`src/rtl/video_types.sv`:
```
// Shared graphics-subsystem types: OAM geometry, DMA register address and the DMA state set.
package video_types;

  localparam logic [15:0] OAM_LOC      = 16'hFE00;
  localparam int          OAM_SIZE     = 160;
  localparam logic [15:0] DMA_REG_ADDR = 16'hFF46;

  typedef enum logic [2:0] {
    IDLE,
    REQ,
    RD,
    CAP,
    WR
  } dma_state_t;

  // Sources in echo RAM (0xE0xx and up) alias work RAM 0x2000 lower.
  function automatic logic [7:0] echo_map(input logic [7:0] hi);
    return (hi >= 8'hE0) ? hi - 8'h20 : hi;
  endfunction

endpackage

```
`src/rtl/oam_dma.sv`:
```
// OAM DMA initiator: copies XFER_LEN bytes from {src_hi,00} into OAM over the shared byte bus.
// Optional completion pulse output done_irq when OAM_DMA_DONE_IRQ_EN is defined.
module oam_dma
  import video_types::*;
#(
  parameter logic [15:0] DMA_REG_ADDR = video_types::DMA_REG_ADDR,
  parameter logic [15:0] OAM_BASE     = video_types::OAM_LOC,
  parameter int          XFER_LEN     = video_types::OAM_SIZE
) (
  input  logic        clk,
  input  logic        reset,
  input  logic [15:0] s_addr,
  input  logic [7:0]  s_wdata,
  input  logic        s_rd,
  input  logic        s_wr,
  output logic [7:0]  s_rdata,
  output logic        s_rdata_en,
  output logic        bus_req,
  input  logic        bus_gnt,
  output logic [15:0] m_addr,
  output logic [7:0]  m_wdata,
  output logic        m_rd,
  output logic        m_wr,
  input  logic [7:0]  m_rdata,
  output logic        busy
`ifdef OAM_DMA_DONE_IRQ_EN
  ,
  output logic        done_irq
`endif
);

  localparam logic [7:0] LAST_IDX = 8'(XFER_LEN - 1);

  dma_state_t state;
  logic [7:0] src_hi;
  logic [7:0] src_eff;
  logic [7:0] idx;
  logic [7:0] data_q;
  logic       reg_hit_wr;
  logic       reg_hit_rd;

  assign src_eff    = echo_map(src_hi);
  assign reg_hit_wr = s_wr && (s_addr == DMA_REG_ADDR);
  assign reg_hit_rd = s_rd && (s_addr == DMA_REG_ADDR);

  always_ff @(posedge clk or posedge reset) begin
    if (reset) begin
      s_rdata    <= 8'h00;
      s_rdata_en <= 1'b0;
    end else begin
      s_rdata_en <= reg_hit_rd;
      if (reg_hit_rd) s_rdata <= src_hi;
    end
  end

  // Strobes are registered: the grant seen at an edge decides whether the
  // next cycle carries a strobe, so each low-grant edge costs exactly one cycle.
  always_ff @(posedge clk or posedge reset) begin
    if (reset) begin
      state    <= IDLE;
      src_hi   <= 8'h00;
      idx      <= 8'h00;
      data_q   <= 8'h00;
      bus_req  <= 1'b0;
      busy     <= 1'b0;
      m_addr   <= 16'h0000;
      m_wdata  <= 8'h00;
      m_rd     <= 1'b0;
      m_wr     <= 1'b0;
`ifdef OAM_DMA_DONE_IRQ_EN
      done_irq <= 1'b0;
`endif
    end else begin
      m_rd     <= 1'b0;
      m_wr     <= 1'b0;
`ifdef OAM_DMA_DONE_IRQ_EN
      done_irq <= 1'b0;
`endif
      if (reg_hit_wr) begin
        src_hi  <= s_wdata;
        idx     <= 8'h00;
        state   <= REQ;
        busy    <= 1'b1;
        bus_req <= 1'b1;
      end else begin
        case (state)
          IDLE: ;
          REQ: begin
            if (bus_gnt) begin
              state  <= RD;
              m_rd   <= 1'b1;
              m_addr <= {src_eff, idx};
            end
          end
          RD: begin
            if (m_rd) begin
              state <= CAP;
            end else if (bus_gnt) begin
              m_rd   <= 1'b1;
              m_addr <= {src_eff, idx};
            end
          end
          CAP: begin
            data_q  <= m_rdata;
            m_wdata <= m_rdata;
            m_addr  <= OAM_BASE + {8'h00, idx};
            m_wr    <= bus_gnt;
            state   <= WR;
          end
          WR: begin
            if (m_wr) begin
              if (idx == LAST_IDX) begin
                state    <= IDLE;
                busy     <= 1'b0;
                bus_req  <= 1'b0;
`ifdef OAM_DMA_DONE_IRQ_EN
                done_irq <= 1'b1;
`endif
              end else begin
                idx    <= idx + 8'd1;
                state  <= RD;
                m_rd   <= bus_gnt;
                m_addr <= {src_eff, idx + 8'd1};
              end
            end else if (bus_gnt) begin
              m_wr    <= 1'b1;
              m_wdata <= data_q;
            end
          end
          default: state <= IDLE;
        endcase
      end
    end
  end

endmodule

```
`config.mk`:
```
export PLATFORM = sky130hd
export DESIGN_NAME = oam_dma
export DESIGN_NICKNAME = d
export VERILOG_FILES = /design/src/rtl/video_types.sv /design/src/rtl/oam_dma.sv
export SDC_FILE = /design/constraint.sdc
export NUM_CORES = 1
export LEC_CHECK = 0
export CAP_MARGIN = 20
export CORE_MARGIN = 8
export CORE_UTILIZATION = 40
export CTS_CLUSTER_SIZE = 12
export DETAILED_ROUTE_END_ITERATION = 8
export DONT_BUFFER_PORTS = 1
export GPL_TIMING_DRIVEN = 1
export PLACE_DENSITY_LB_ADDON = 0.15
export SLEW_MARGIN = 30
export SYNTH_ARGS = -nofsm -noshare
export SYNTH_HDL_FRONTEND = slang
export SYNTH_SLANG_ARGS = --single-unit
export TNS_END_PERCENT = 5
```
`constraint.sdc`:
```
create_clock -name clk -period 2.5 [get_ports clk]
set_input_delay 0.25 -clock clk [delete_from_list [all_inputs] [get_ports clk]]
set_output_delay 0.25 -clock clk [all_outputs]
set_load 0.01 [all_outputs]
```
==> metrics.cfg, run 1 <==
[placement]
placed_area_um2 = 3040
place.detailed.hpwl_mm = 4.46
gp_congestion = 0.777
portBuffers = 0

[timing]
slew_viol_final = 0
setup_viol = 0
fin_worst_skew_ns = 0.00572
fmax_mhz = 481
period_share_pct = 83.2
finalHoldViolations = 0
min_period_ns = 2.08
slew_headroom_pct = 58.8
max_slew.worst_pin.slew_ns = 0.617
rsz0062_at_grt = no
fin_tns_setup_ns = 0

[synth]
synth.avg_cell_area_um2 = 10.8
netlist_area_um2 = 2910
seq_area_frac_synth_pct = 54.2
synth.area.top_cells = dfrtp_1, mux2_2, nand2_1, mux2_1, nor2_1
syn_nets = 308
dominantRegCellSynth = dfrtp_1
netlist.top_cell.by_area = dfrtp_1
synth_cells = 269
synthTopCellsByCount = dfrtp_1, nand2_1, mux2_2, nor2_1, o21ai_0
yosys.cell_count.top_type = dfrtp_1
synth_edf_count = 0
synth_seq_cells = 63
async_flop_share_pct = 100
synth_top_area_share_pct = 54.2
yosysWarnings = 0
ys_types = 41

[global_route]
grt_pass1_wl_mm = 10.0
grt_pass1_vias = 1905
antenna_found_initial = 0
grt_overflow = 0
grtUsageTotal_pct = 12.7
grt_start_max_net_pins = 37

[critical_path]
reg2reg_depth = 6
crit_path_max_incr_delay_ns = 0.45
end_kind = flip-flop
cp-start-kind = flip-flop
worstPathRequired_ns = 2.71
slowest_stage = dfrtp_1
critical_path_class = reg2reg
cp.arrival_ns = 2.29
path_depth = 6
crit_fanout = 16
cp_num_buf_inv = 1
cp_top_family = flip-flops
path_cells = ha_1 > and4_1 > nand3_1 > o2111ai_2 > buf_4 > mux2_2

[drt]
routed_wl_mm = 6.27
drc = 0
viasPerCell = 4.96
vias = 1885
drt_iter0_drc = 49
ant_nets = 0
dr.pass1.iters = 4
wire_per_inst_um = 16.5

[floorplanning]
initial_core_util_pct = 40.7
coreArea_um2 = 7140
rows = 31
ios = 74
die_area_um2 = 10300
die_w_um = 101
die_h_um = 101

[cells_and_area]
synthToLayoutAreaGrowth_pct = 11.0
antenna_cells = 0
final_area_um2 = 3230
nets = 316
drive_gt1_share_pct = 17.8

[run]
drv_cap = 0

[clock_network]
cts_tree = built
cts_setup_buffers = 0
path_clk_slew_ns = 0.06
clk_latency_ns = 0.33
numCtsBuffers = 9
cts_resized = 0
cts_hold_buf = 1
htreeDepth = 3
root_buffer = clkbuf_8
cts_sinks = 63
cts_buffer_depth = 2

[pwr]
leakage_nw = 1.51
peakVddDrop_uv = 304
power_mw = 1.87
p_per_area_nw_per_um2 = 580

[worst_hold_path]
min_path_cells = 2
hold_class = in2reg

[outcome]
outcome = finished clean

## logic make-up after synthesis
logic type,synth area share (%)
DFF,54.2
adders and majority gates,0.860
AOI/OAI and AO/OA,7.19
xor gates and xnor gates,3.31
muxes,11.9
buffers and inverters,2.93
and+or+nand+nor,19.6
## through the flow
step                      std cells  util (%)  setup WS [ns]  hold slack, ns
after floorplan                 269         -          0.525           0.362
after global placement          364      42.6          0.491           0.247
after detailed placement        364      42.6          0.432           0.257
after CTS                       380      45.2          0.436          0.0156
after global routing            380      45.2          0.344          0.0206
final                           380      45.2          0.421          0.0334
## cells in the final DEF (no fill, tap or decap), types with 4 or more instances in the layout
cell type / synthesis / layout
dfrtp_1: 63 / 63
nand2_1: 54 / 54
mux2_2: 20 / 20
nor2_1: 19 / 19
clkbuf_8: 0 / 12
o21ai_0: 10 / 10
a31oi_1: 8 / 8
mux2_1: 8 / 8
buf_4: 1 / 7
nand2b_1: 6 / 6
xnor2_1: 6 / 6
xor2_1: 5 / 5
inv_1: 6 / 5
a21oi_1: 5 / 5
nand3_1: 5 / 5
nand4_1: 4 / 4
## flip-flops by register name (all words and copies together) (netlist names)
name        flops
busy            1
data_q          8
idx             8
m_addr         16
m_rd            1
m_wdata         8
m_wr            1
s_rdata         8
s_rdata_en      1
src_hi          8
state           3
## layer usage
layer,vias to the layer above,GRT usage (%),routed length (um)
met5,-,0,0
met4,0,6.30,103
met3,9,4.33,443
met2,41,20.1,2980
met1,897,15.2,2740
li1,938,-,-
## final timing paths
kind                             from         end  slack, ns
max                            idx[0]  m_addr[11]       0.42
min                        s_wdata[3]   src_hi[3]       0.03
max reg2reg                    idx[0]  m_addr[11]       0.42
min reg2reg                 src_hi[3]   src_hi[3]       0.48
max in group asynchronous       reset  m_wdata[5]       1.43
min in group asynchronous       reset  s_rdata_en       0.46
## where the power goes
group	internal (mW)	total, mW	switching, mW
registers	1.03	1.03	0.00497
clock network	0.438	0.797	0.359
logic	0.0154	0.0414	0.0260
total	1.48	1.87	0.390
## cell type report
class                      count  area [um^2]
clock buffer                  15          176
fill                         690         3910
inverter                       6         22.5
multi-input combinational    188         1250
sequential                    63         1580
tap                           99          124
timing repair buffer           9         82.6
Power figures use the tool's default switching activity.
==> run 2, diff against run 1 <==
- clock period: 2.5 -> 1.9 ns (I/O delays scaled with it)
==> run 2 against run 1 <==
Global-route usage is 0.81 points higher. Largest cell class unchanged. Clock power grew 57%. Clock-buffer cell count is 5 lower. Die area is the same. Routed wire length is 7.8% higher. Sequential share of layout area shrank 4.2 points. Largest power group unchanged. Highest routed layer unchanged. Sequential power increased by 32%. Critical path depth stayed put. Critical endpoint is now m_addr[7]. Combinational power is 110% higher. Non-clock buffer count increased by 25. Cell count rose by 6.8%. Critical path type unchanged. Sequential cell count unchanged.
==> metrics.cfg, run 2 (same netlist as run 1, synthesis figures left out) <==
[outcome]
outcome = finished clean

[pwr]
p_per_area_nw_per_um2 = 765  ; +32%
leakage_nw = 1.63  ; +8.3%
peakVddDrop_uv = 354  ; +17%

[clock_network]
cts_setup_buffers = 0  ; unchanged
cts_sinks = 63  ; unchanged
htreeDepth = 3  ; unchanged
path_clk_slew_ns = 0.07  ; about the same
clk_latency_ns = 0.34  ; about the same
cts_buffer_depth = 2  ; unchanged
numCtsBuffers = 9  ; unchanged
cts_tree = built
root_buffer = clkbuf_8

[timing]
finalHoldViolations = 0  ; unchanged
fin_tns_setup_ns = 0  ; unchanged
fmax_mhz = 555  ; +15%
setup_ws_ns = 0.0981  ; -0.323 ns
max_slew.worst_pin.slew_ns = 0.558  ; -0.0598 ns
min_period_ns = 1.80  ; -0.277 ns
slew_headroom_pct = 62.8  ; +4.0 points
rsz0062_at_grt = no
fin_worst_skew_ns = 0.00718  ; +0.00146 ns
slew_viol_final = 0  ; unchanged
period_share_pct = 94.8  ; +12 points
setup_viol = 0  ; unchanged

[placement]
portBuffers = 0  ; unchanged
place.detailed.hpwl_mm = 4.83  ; +8.4%
place_ws_ns = 0.110  ; -0.322 ns
gp_congestion = 0.752  ; -3.3%
dp.cells = 371  ; +1.9%

[critical_path]
end_kind = flip-flop
worstPathRequired_ns = 2.11  ; -0.60 ns
cp-start-kind = flip-flop
cp.arrival_ns = 2.02  ; -0.27 ns
cp_num_buf_inv = 1  ; unchanged
crit_path_max_incr_delay_ns = 0.35  ; -0.10 ns
r2r_start = idx[1]
cp_top_family = flip-flops
crit_fanout = 8  ; -8
critPathLaunch = idx[1]
slowest_stage = dfrtp_1
path_depth = 6  ; unchanged
critical_path_class = reg2reg
reg2reg_depth = 6  ; unchanged
path_cells = ha_2 > and4_4 > nand3_2 > o2111ai_4 > buf_4 > mux2_1

[run]
drv_cap = 0  ; unchanged

[worst_hold_path]
min_path_cells = 1  ; -1
hold_class = in2reg
hp-start = bus_gnt

[global_route]
grt_start_max_net_pins = 39  ; +5.4%
grt_overflow = 0  ; unchanged
grt_pass1_vias = 2054  ; +7.8%
grtUsageTotal_pct = 13.6  ; +0.81 points
grt_pass1_wl_mm = 10.8  ; +7.4%
antenna_found_initial = 0  ; unchanged

[cells_and_area]
multi_input_area_um2 = 1270  ; +1.7%
nets = 341  ; +7.9%
synthToLayoutAreaGrowth_pct = 21.4
layout_common_cells = dfrtp_1, nand2_1, mux2_2
regMostFlops = m_addr
regArea_um2 = 1580  ; unchanged
fin_cells = 406  ; +6.8%
antenna_cells = 0  ; unchanged
drive_gt1_share_pct = 20.5  ; +2.7 points
largest_reg_flops = 16  ; unchanged
fillers = 674  ; -2.3%
final_common_cell = dfrtp_1

[floorplanning]
die_w_um = 101  ; unchanged
coreArea_um2 = 7140  ; unchanged
die_area_um2 = 10300  ; unchanged
ios = 74  ; unchanged
die_h_um = 101  ; unchanged
rows = 31  ; unchanged
initial_core_util_pct = 40.7  ; unchanged

[drt]
routed_wl_mm = 6.76  ; +7.8%
drt_iter0_drc = 92  ; +88%
dr.pass1.iters = 4  ; unchanged
vias = 2040  ; +8.2%
drc = 0  ; unchanged
ant_nets = 0  ; unchanged
wire_per_inst_um = 16.6  ; +0.90%
viasPerCell = 5.02  ; +1.3%

-- run 2: changes by cell type in the layout (fill, tap and decap cells not counted), moves of 2 or more --
cell | before | now
buf_4 | 7 | 13
bufinv_16 | 0 | 2
clkbuf_1 | 3 | 1
clkbuf_8 | 12 | 9
clkinv_2 | 0 | 2
clkinvlp_4 | 0 | 2
dlygate4sd3_1 | 1 | 19
-- run 2: stage by stage --
step,area (um^2),hold WS (ns),utilization (%),power [mW]
after floorplan,2930,0.302,-,1.42
after global placement,3130,0.161,43.8,1.44
after detailed placement,3130,0.161,43.8,1.44
after CTS,3530,0.00416,49.5,2.74
after global routing,3530,0.0291,49.5,2.80
final,3530,0.0170,49.5,2.70
-- run 2: power breakdown --
| group | switching, mW | internal (mW) | total [mW] | leakage [nW] |
|---|---|---|---|---|
| logic | 0.0416 | 0.0448 | 0.0864 | 0.777 |
| registers | 0.00677 | 1.35 | 1.36 | 0.752 |
| clock network | 0.521 | 0.734 | 1.25 | 0.102 |
| total | 0.569 | 2.13 | 2.70 | 1.63 |
-- run 2: per-layer routing --
metal | vias to the layer above | GRT usage, % | routed length, um
met1 | 981 | 16.6 | 3000
met4 | 0 | 6.19 | 112
met5 | - | 0 | 0
met2 | 61 | 20.8 | 3010
li1 | 985 | - | -
met3 | 13 | 5.02 | 641
-- run 2: repair_timing --
action	4_1_cts	5_1_grt
gates resized for setup	0	1
setup endpoints to repair	0	7
hold buffers	19	0
endpoints found under the hold margin	52	0
-- run 2: path summary, 6_finish.rpt --
path | slack, ns | endpoint
min in group asynchronous | 0.36 | s_rdata[7]
min reg2reg | 0.49 | src_hi[3]
min | 0.02 | state[0]
max reg2reg | 0.1 | m_addr[7]
max | 0.1 | m_addr[7]
max in group asynchronous | 0.94 | idx[4]
-- run 2: area by class of cell --
class,count,share of cell area (%)
Tap cell,99,3.51
Clock inverter,6,2.41
Sequential cell,63,44.6
Multi-Input combinational cell,188,35.9
Timing Repair Buffer,34,9.28
Inverter,6,0.638
Clock buffer,10,3.61
==> run 3, diff against run 2 <==
- clock period: 1.9 -> 1.8 ns (I/O delays scaled with it)
==> run 3 against run 2 <==
Total power rose by 1.7%. Combinational power rose by 8.6%. Clock skew increased by 0.0014 ns. Global-route usage increased by 0.51 points. Clock-buffer cell count rose by 1. Design area up 2.1%. First-iteration DRC count decreased by 64%. Cell count is 1.7% higher. Hold slack improved by 0.097 ns. Die area is the same. Register-to-register slack lost 0.06 ns. Largest power group unchanged. Highest routed layer unchanged.
==> metrics.cfg, run 3 (same netlist as run 1, synthesis figures left out) <==
[floorplanning]
rows = 31  ; unchanged
coreArea_um2 = 7140  ; unchanged
ios = 74  ; unchanged
die_w_um = 101  ; unchanged
die_h_um = 101  ; unchanged
die_area_um2 = 10300  ; unchanged
initial_core_util_pct = 40.7  ; unchanged

[pwr]
p_per_area_nw_per_um2 = 761  ; -0.43%
peakVddDrop_uv = 362  ; +2.1%
leakage_nw = 1.69  ; +3.4%
power_mw = 2.75  ; +1.7%

[clock_network]
cts_tree = built
numCtsBuffers = 9  ; unchanged
cts_buffer_depth = 2  ; unchanged
path_clk_slew_ns = 0.06  ; about the same
htreeDepth = 3  ; unchanged
clk_latency_ns = 0.34  ; about the same
cts_sinks = 63  ; unchanged
root_buffer = clkbuf_8

[global_route]
grt_pass1_vias = 2079  ; +1.2%
grt_pass1_wl_mm = 11.0  ; +2.2%
antenna_found_initial = 0  ; unchanged
grtUsageTotal_pct = 14.1  ; +0.51 points
grt_start_max_net_pins = 38  ; -2.6%
grt_overflow = 0  ; unchanged

[drt]
drc = 0  ; unchanged
ant_nets = 0  ; unchanged
dr.pass1.iters = 4  ; unchanged
routed_wl_mm = 6.77  ; +0.22%
vias = 2092  ; +2.5%
wire_per_inst_um = 16.4  ; -1.5%
viasPerCell = 5.07  ; +0.81%
drt_iter0_drc = 33  ; -64%

[timing]
min_period_ns = 1.76  ; -0.0390 ns
setup_viol = 0  ; unchanged
rsz0062_at_grt = yes
slew_viol_final = 0  ; unchanged
finalHoldViolations = 0  ; unchanged
fin_worst_skew_ns = 0.00856  ; +0.00138 ns
slew_headroom_pct = 60.1  ; -2.6 points
max_slew.worst_pin.slew_ns = 0.597  ; +0.0394 ns
fmax_mhz = 567  ; +2.2%
period_share_pct = 97.9  ; +3.1 points

[critical_path]
cp_num_buf_inv = 1  ; unchanged
cp_top_family = flip-flops
path_cells = ha_2 > and4_4 > nand3_4 > o2111ai_4 > buf_12 > mux2_2
cp-start-kind = flip-flop
slowest_stage = dfrtp_1
critical_path_class = reg2reg
cp.arrival_ns = 1.98  ; -0.04 ns
crit_fanout = 16  ; +8
end_kind = flip-flop
worstPathRequired_ns = 2.02  ; -0.09 ns
crit_path_max_incr_delay_ns = 0.35  ; about the same

[run]
drv_cap = 0  ; unchanged

[placement]
place.detailed.hpwl_mm = 4.83  ; -0.13%
dp.cells = 378  ; +1.9%
gp_congestion = 0.789  ; +4.9%
portBuffers = 0  ; unchanged

[cells_and_area]
drive_gt1_share_pct = 23.6  ; +3.0 points
fillers = 701  ; +4.0%
nets = 349  ; +2.3%
layout_common_cells = dfrtp_1, nand2_1, mux2_2, buf_4
synthToLayoutAreaGrowth_pct = 24.0
regArea_um2 = 1580  ; unchanged
antenna_cells = 0  ; unchanged
fin_cells = 413  ; +1.7%
multi_input_area_um2 = 1290  ; +1.5%
final_common_cell = dfrtp_1
regMostFlops = m_addr
largest_reg_flops = 16  ; unchanged

[worst_hold_path]
hold_class = in2reg

[outcome]
outcome = finished clean

## run 3: worst register-to-register path, cell delays in order (launching register included)
cell and delay [ns]:
dfrtp_1 0.35, ha_2 0.18, and4_4 0.26, nand3_4 0.09, o2111ai_4 0.22, buf_12 0.19, mux2_2 0.34
## run 3: final cells by class
| cell class | instances | share of cell area (%) |
|---|---|---|
| inverters | 6 | 0.625 |
| clock buffers | 11 | 4.20 |
| flip-flops and latches | 63 | 43.7 |
| repair buffers | 42 | 11.1 |
| multi-input cells | 188 | 35.7 |
| well taps | 99 | 3.44 |
| clock inverters | 4 | 1.25 |
## run 3: power breakdown
group / internal, mW / switching [mW]
Clock: 0.700 / 0.518
Combinational: 0.0480 / 0.0458
Sequential: 1.43 / 0.00697
Total: 2.18 / 0.570
## run 3: metal layers
| metal | vias up | track usage (%) | wire length [um] |
|---|---|---|---|
| met4 | 0 | 8.13 | 140 |
| met3 | 12 | 4.47 | 554 |
| met5 | - | 0 | 0 |
| li1 | 1007 | - | - |
| met2 | 56 | 22.0 | 3170 |
| met1 | 1017 | 16.7 | 2910 |
## run 3: timing repair
item | CTS | global route
hold buffers | 19 | 0
resized for setup | 0 | 4
hold endpoints to repair | 54 | 0
buffers inserted | 0 | 1
setup endpoints to repair | 0 | 14
## run 3: worst paths after layout
path	depth (start not counted)	from	endpoint	slack (ns)
worst max-delay path	6	idx[1]	m_addr[9]	0.04
worst min-delay path	3	bus_gnt	state[1]	0.11
worst max register to register	6	idx[1]	m_addr[9]	0.04
worst min register to register	2	src_hi[4]	src_hi[4]	0.49
max in group asynchronous	3	reset	m_addr[2]	0.81
min in group asynchronous	2	reset	src_hi[6]	0.37
## run 3: metrics by stage
stage | hold WS (ns) | setup TNS, ns | util [%] | setup WS (ns) | instance area [um^2]
6_report | 0.114 | 0 | 50.5 | 0.0372 | 3610
4_1_cts | 0.0913 | 0 | 50.3 | 0.0359 | 3590
3_5_place_dp | 0.162 | 0 | 44.8 | 0.0358 | 3200
5_1_grt | 0.107 | -0.445 | 50.5 | -0.0457 | 3610
2_1_floorplan | 0.292 | -0.562 | - | -0.0702 | 2940
3_3_place_gp | 0.158 | 0 | 44.8 | 0.0711 | 3200
==> edit 1 (flow settings as in run 1) <==
Make the reset (`reset`) synchronous in 2 clocked blocks.
--- a/src/rtl/oam_dma.sv
+++ b/src/rtl/oam_dma.sv
@@ -45,3 +45,3 @@
 
-  always_ff @(posedge clk or posedge reset) begin
+  always_ff @(posedge clk) begin
     if (reset) begin
@@ -57,3 +57,3 @@
   // next cycle carries a strobe, so each low-grant edge costs exactly one cycle.
-  always_ff @(posedge clk or posedge reset) begin
+  always_ff @(posedge clk) begin
     if (reset) begin
Check against the original RTL: differs if reset is asserted again (counterexample within 4 cycles, from zero or initial values and one cycle with reset high); with reset held inactive, the same outputs for 10 cycles.
==> edit 1 against run 1 <==
Count of clock-buffer cells in the layout decreased by 5; final area decreased by 1.9%; routed wire length increased by 11%; total power increased by 9.5%; synthesized area decreased by 2.1%; global-route usage increased by 1.5 points; sequential cell count unchanged; worst setup slack got worse by 0.050 ns; cell count increased by 6.3%; largest power group is now the clock network.
==> edit 1: results (changes against run 1) <==
Placement
The post-place instance area came to 0.002902 sq mm (-4.6%). The final estimated routing congestion in global placement is 0.8043 (+3.5%). The number of port buffers came to 0 (unchanged). The post-place setup slack came to 0.3710 ns (-0.06128 ns). The number of placed instances with taps included was 387 (+6.3%). The estimated wirelength of the detail-placed design is 4.838 mm (+8.5%).

GRT
The number of global-route vias before repair was 2088 (+9.6%). The number of antenna violations at the first check in global routing is 0 (unchanged). The global-route wire length before repair is 11.25 mm (+12%). The total routing usage reported by global routing is 14.23% (+1.5 points).

The pin count of the biggest net entering global routing was 52 (+41%).

Worst setup path
The longest individual stage delay on the worst path is 0.48 ns (+0.03 ns). The largest individual stage delay along the critical path comes from the cell a2111oi_1. In this design, the largest share of critical-path delay is due to compound AO/OA/AOI/OAI gates. The maximum fanout count along the critical path is 8 (-8). The critical path data arrival time is 2.35 ns (+0.06 ns).

Detailed routing
The routed wire length came to 6.928 mm (+11%). The total vias in the final route is 2180 (+16%). The number of vias per cell after detailed routing is 5.396 (+8.8%). The detailed-router iteration count before antenna repair is 4 (unchanged).

The DRC violation total after the first TritonRoute iteration came to 95 (+94%).

Synthesis
The share of synthesized flip-flops with an asynchronous set or reset is 0% (-100 points). The synthesized net count was 346 (+12%). The adder-cell share of the synthesized area is 0.8787% (+0.018 points). Ranked by total cell area, the synthesized netlist is headed by dfxtp_1, mux2i_1, a21oi_1. In the synthesized netlist, the cells that appear most often are dfxtp_1, nor2_1, a21oi_1. The count of unique library cells instantiated by Yosys is 50 (+22%). The area fraction in compound gates after synthesis is 15.64% (+8.5 points). The multiplexer fraction of the synthesized cell area is 8.436% (-3.4 points). The post-synthesis share of cell area spent on xor and xnor gates was 3.998% (+0.68 points). The top flip-flop cell by instance count after synthesis is dfxtp_1.

The post-synthesis cell count is 307 (+14%). The share of synthesized area occupied by flip-flops and latches came to 44.29% (-9.9 points).

Clocking
The post-CTS resize count is 0 (unchanged). The maximum clock path buffer count was 2 (unchanged). The cell at the root of the clock tree is clkbuf_8. The H-tree level count was 3 (unchanged). The insertion delay to the later sink of the worst-skew pair is 0.34 ns. The number of buffers inserted to repair setup after CTS is 0 (unchanged).

Clock-pin slew was measured on the worst setup and hold paths at 0.07 ns.

Power and ir drop
The total power is 2050 uW (+9.5%). The relative contribution of sequential cells to total power is 48.9% (-6.3 points). The internal power was 1606 uW (+8.4%).

The relative contribution of the clock network to total power was 49.6% (+7.0 points). The standby leakage power is 0.001078 uW (-28%). The worst voltage drop across the vdd grid is 0.2770 mV (-8.9%).

Worst hold path
The min-delay analysis places its worst path in the category input pin to register.

Timing
The setup TNS is 0 ns (unchanged). The final clock skew is 0.006567 ns (+0.0008511 ns). The worst-margin pin slew is 0.6239 ns (+0.006379 ns).

Status
The run finished with clean final reports.

Layout
The layout filler cell count is 681 (-1.3%). The number of nets in the finished design is 342 (+8.2%). The number of diodes added for antenna fixing was 0 (unchanged). The fraction of final layout cells sized beyond drive strength 1 was 13.64% (-4.2 points).
-- edit 1: cell types whose count changed after synthesis, sizes merged, moves of 5 or more --
cell / change
dfrtp: -63
a211oi: +8
a31oi: -6
nand2b: -5
nor2: +16
a21oi: +30
nor3: +12
nand3: +12
nand2: -36
a311oi: +8
mux2: -28
dfxtp: +63
mux2i: +21
buf: +7
-- edit 1: what timing repair did --
action | CTS | global route
endpoints found under the hold margin | 51 | 0
hold buffers | 1 | 0
endpoints found under the setup margin | 0 | 0
-- edit 1: per-layer routing --
metal / vias to the layer above / global-route usage, % / routed length [um]
li1: 1105 / - / -
met1: 998 / 17.87 / 3132
met2: 64 / 20.15 / 2985
met3: 13 / 6.159 / 679
met4: 0 / 6.977 / 131
met5: - / 0 / 0
-- edit 1: final cells by class --
cell class	count	area, sq um	share of cell area (%)
Clock buffer	10	137.6	4.346
Timing Repair Buffer	6	57.56	1.817
Tap cell	96	120.1	3.793
Clock inverter	6	92.59	2.924
Multi-Input combinational cell	219	1483	46.82
Inverter	4	15.01	0.4741
Sequential cell	63	1261	39.83
-- edit 1: path summary, 6_finish.rpt --
kind | start | end | slack, ns | depth (start not counted)
min reg2reg | data_q[4]$_SDFFE_PP0P_ | data_q[4]$_SDFFE_PP0P_ | 0.46 | 2
min | m_rdata[0] | data_q[0]$_SDFFE_PP0P_ | 0.05 | 2
max | idx[0]$_SDFFE_PP0P_ | m_addr[13]$_SDFFE_PP0P_ | 0.37 | 6
max reg2reg | idx[0]$_SDFFE_PP0P_ | m_addr[13]$_SDFFE_PP0P_ | 0.37 | 6
-- edit 1: cell families after synthesis --
kind of cell | count (synthesis)
DFF | 63
AOI/OAI and AO/OA | 67
muxes | 24
and+or+nand+nor | 113
adders and majority gates | 2
buffers and inverters | 25
xor gates and xnor gates | 13
==> edit 2 (config.mk and constraints of run 1) <==
Made on the original files. Build with the macro `OAM_DMA_DONE_IRQ_EN` defined.
--- a/src/rtl/oam_dma.sv
+++ b/src/rtl/oam_dma.sv
@@ -2,2 +2,4 @@
 // Optional completion pulse output done_irq when OAM_DMA_DONE_IRQ_EN is defined.
+`define OAM_DMA_DONE_IRQ_EN
+
 module oam_dma
Behaviour (old outputs only; new: done_irq): unchanged (equiv_simple and equiv_induct, registers matched by name and starting in step).
==> edit 2 against run 1 <==
Final area is 4.0% higher; fmax up 0.63%; sequential cell count is 1 higher; worst setup slack improved by 0.013 ns; critical endpoint is now m_addr[13]$_DFFE_PP0P_; routed wire length grew 5.5%; hold slack improved by 0.0090 ns; critical path depth stayed put; count of clock-buffer cells in the layout decreased by 2; die area up 2.8%; synthesized area up 3.4%.
Power is not compared: it rests on default switching activity, and its combinational part moved more than twofold at a synthesized area within 25%.
==> edit 2: results (changes against run 1) <==
Detailed routing
The number of vias per cell after detailed routing was 5.187 (+4.6%). The DRC violation total after the first TritonRoute iteration was 57 (+16%). The met1 wire length came to 2.923 mm (+6.8%). The sum of met3 wire segment lengths after detailed routing came to 684 um (+54%). The final routed wire length divided by cell count came to 17.63 um (+6.9%).

Worst setup path
The longest individual stage delay on the worst path is 0.42 ns (-0.03 ns). Among cell families on the critical path, the largest total delay comes from compound AO/OA/AOI/OAI gates.

Layout
The sequential share of cell area came to 47.71% (-1.1 points). The number of nets in the finished design came to 310 (-1.9%). The clock network area share came to 5.926% (+0.46 points). The layout multi-input combinational cell count came to 180 (-4.3%). The fraction of final layout cells sized beyond drive strength 1 is 22.83% (+5.0 points). The non-clock buffer contribution to total cell area is 2.534% (-0.024 points). The number of non-clock inverters in the layout was 7 (+1).

The area of the multi-input gates came to 0.001321 sq mm (+6.0%). The count of clock buffers in the final design is 13 (-2).

Placement
The estimated wirelength of the detail-placed design is 4.636 mm (+4.0%). The post-place setup slack is 0.4012 ns (-0.03106 ns). The final estimated routing congestion in global placement is 0.7550 (-2.9%). The post-place instance area is 0.003138 sq mm (+3.2%).

GRT
The routing usage on met1 came to 16.36% (+1.2 points). The total routing usage reported by global routing is 13.65% (+0.91 points). The met2 global-route usage was 20.83% (+0.74 points). The number of global-route vias before repair is 2052 (+7.7%). The global-route wire length before repair is 10.91 mm (+8.9%). The fraction of met3 tracks used by global routing was 7.090% (+2.8 points).

Synthesis
By area the synthesized netlist is led by dfrtp_1, mux2_2, nand2_1. The share of synthesized area occupied by flip-flops and latches was 53.29% (-0.93 points). The synthesized net count is 303 (-1.6%).

The synthesis-stage register bit count is 64 (+1.6%). The count of unique library cells instantiated by Yosys is 36 (-12%).

Timing
The final clock skew was 0.004972 ns (-0.0007444 ns). The worst-margin pin slew came to 0.7172 ns (+0.09975 ns).

Status
The run finished with clean final reports.
edit 2: report_power, final:
| part | total (uW) | switching (uW) | internal, uW |
|---|---|---|---|
| registers | 1520 | 253 | 1270 |
| logic | 577 | 269 | 308 |
| clock network | 902 | 389 | 513 |
edit 2: cells by family (layout without fill, tap and decap cells):
| group | count (synthesis) | count (layout) | share of synthesized area [%] |
|---|---|---|---|
| AOI/OAI and AO/OA | 24 | 24 | 5.495 |
| buffers and inverters | 20 | 32 | 2.748 |
| xor gates and xnor gates | 14 | 14 | 4.080 |
| adders and majority gates | 2 | 2 | 0.8325 |
| DFF | 64 | 64 | 53.29 |
| muxes | 47 | 47 | 17.49 |
| and+or+nand+nor | 93 | 93 | 16.07 |
edit 2: through the flow:
stage / cells / hold slack, ns / util (%) / power, uW
after floorplan: 264 / 0.3786 / - / 1965
after global placement: 357 / 0.2956 / 43.26 / 2121
after detailed placement: 357 / 0.3003 / 43.26 / 2135
after CTS: 375 / 0.02180 / 46.28 / 3057
after global routing: 375 / 0.01603 / 46.28 / 3202
final: 375 / 0.04245 / 46.28 / 2998
edit 2: final timing paths:
kind,start,slack (ns),endpoint
min in group asynchronous,reset,0.50,src_hi[2]$_DFFE_PP0N_
max reg2reg,idx[0]$_DFFE_PP0P_,0.43,m_addr[13]$_DFFE_PP0P_
min,bus_gnt,0.04,m_rd$_DFF_PP0_
min reg2reg,data_q[3]$_DFFE_PP0P_,0.51,data_q[3]$_DFFE_PP0P_
max in group asynchronous,reset,1.38,idx[7]$_DFFE_PP0P_
max,idx[0]$_DFFE_PP0P_,0.43,m_addr[13]$_DFFE_PP0P_
edit 2: repair_timing:
action / CTS / global route
hold buffers: 2 / 0
setup buffers: 0 / 0
endpoints found under the hold margin: 33 / 0
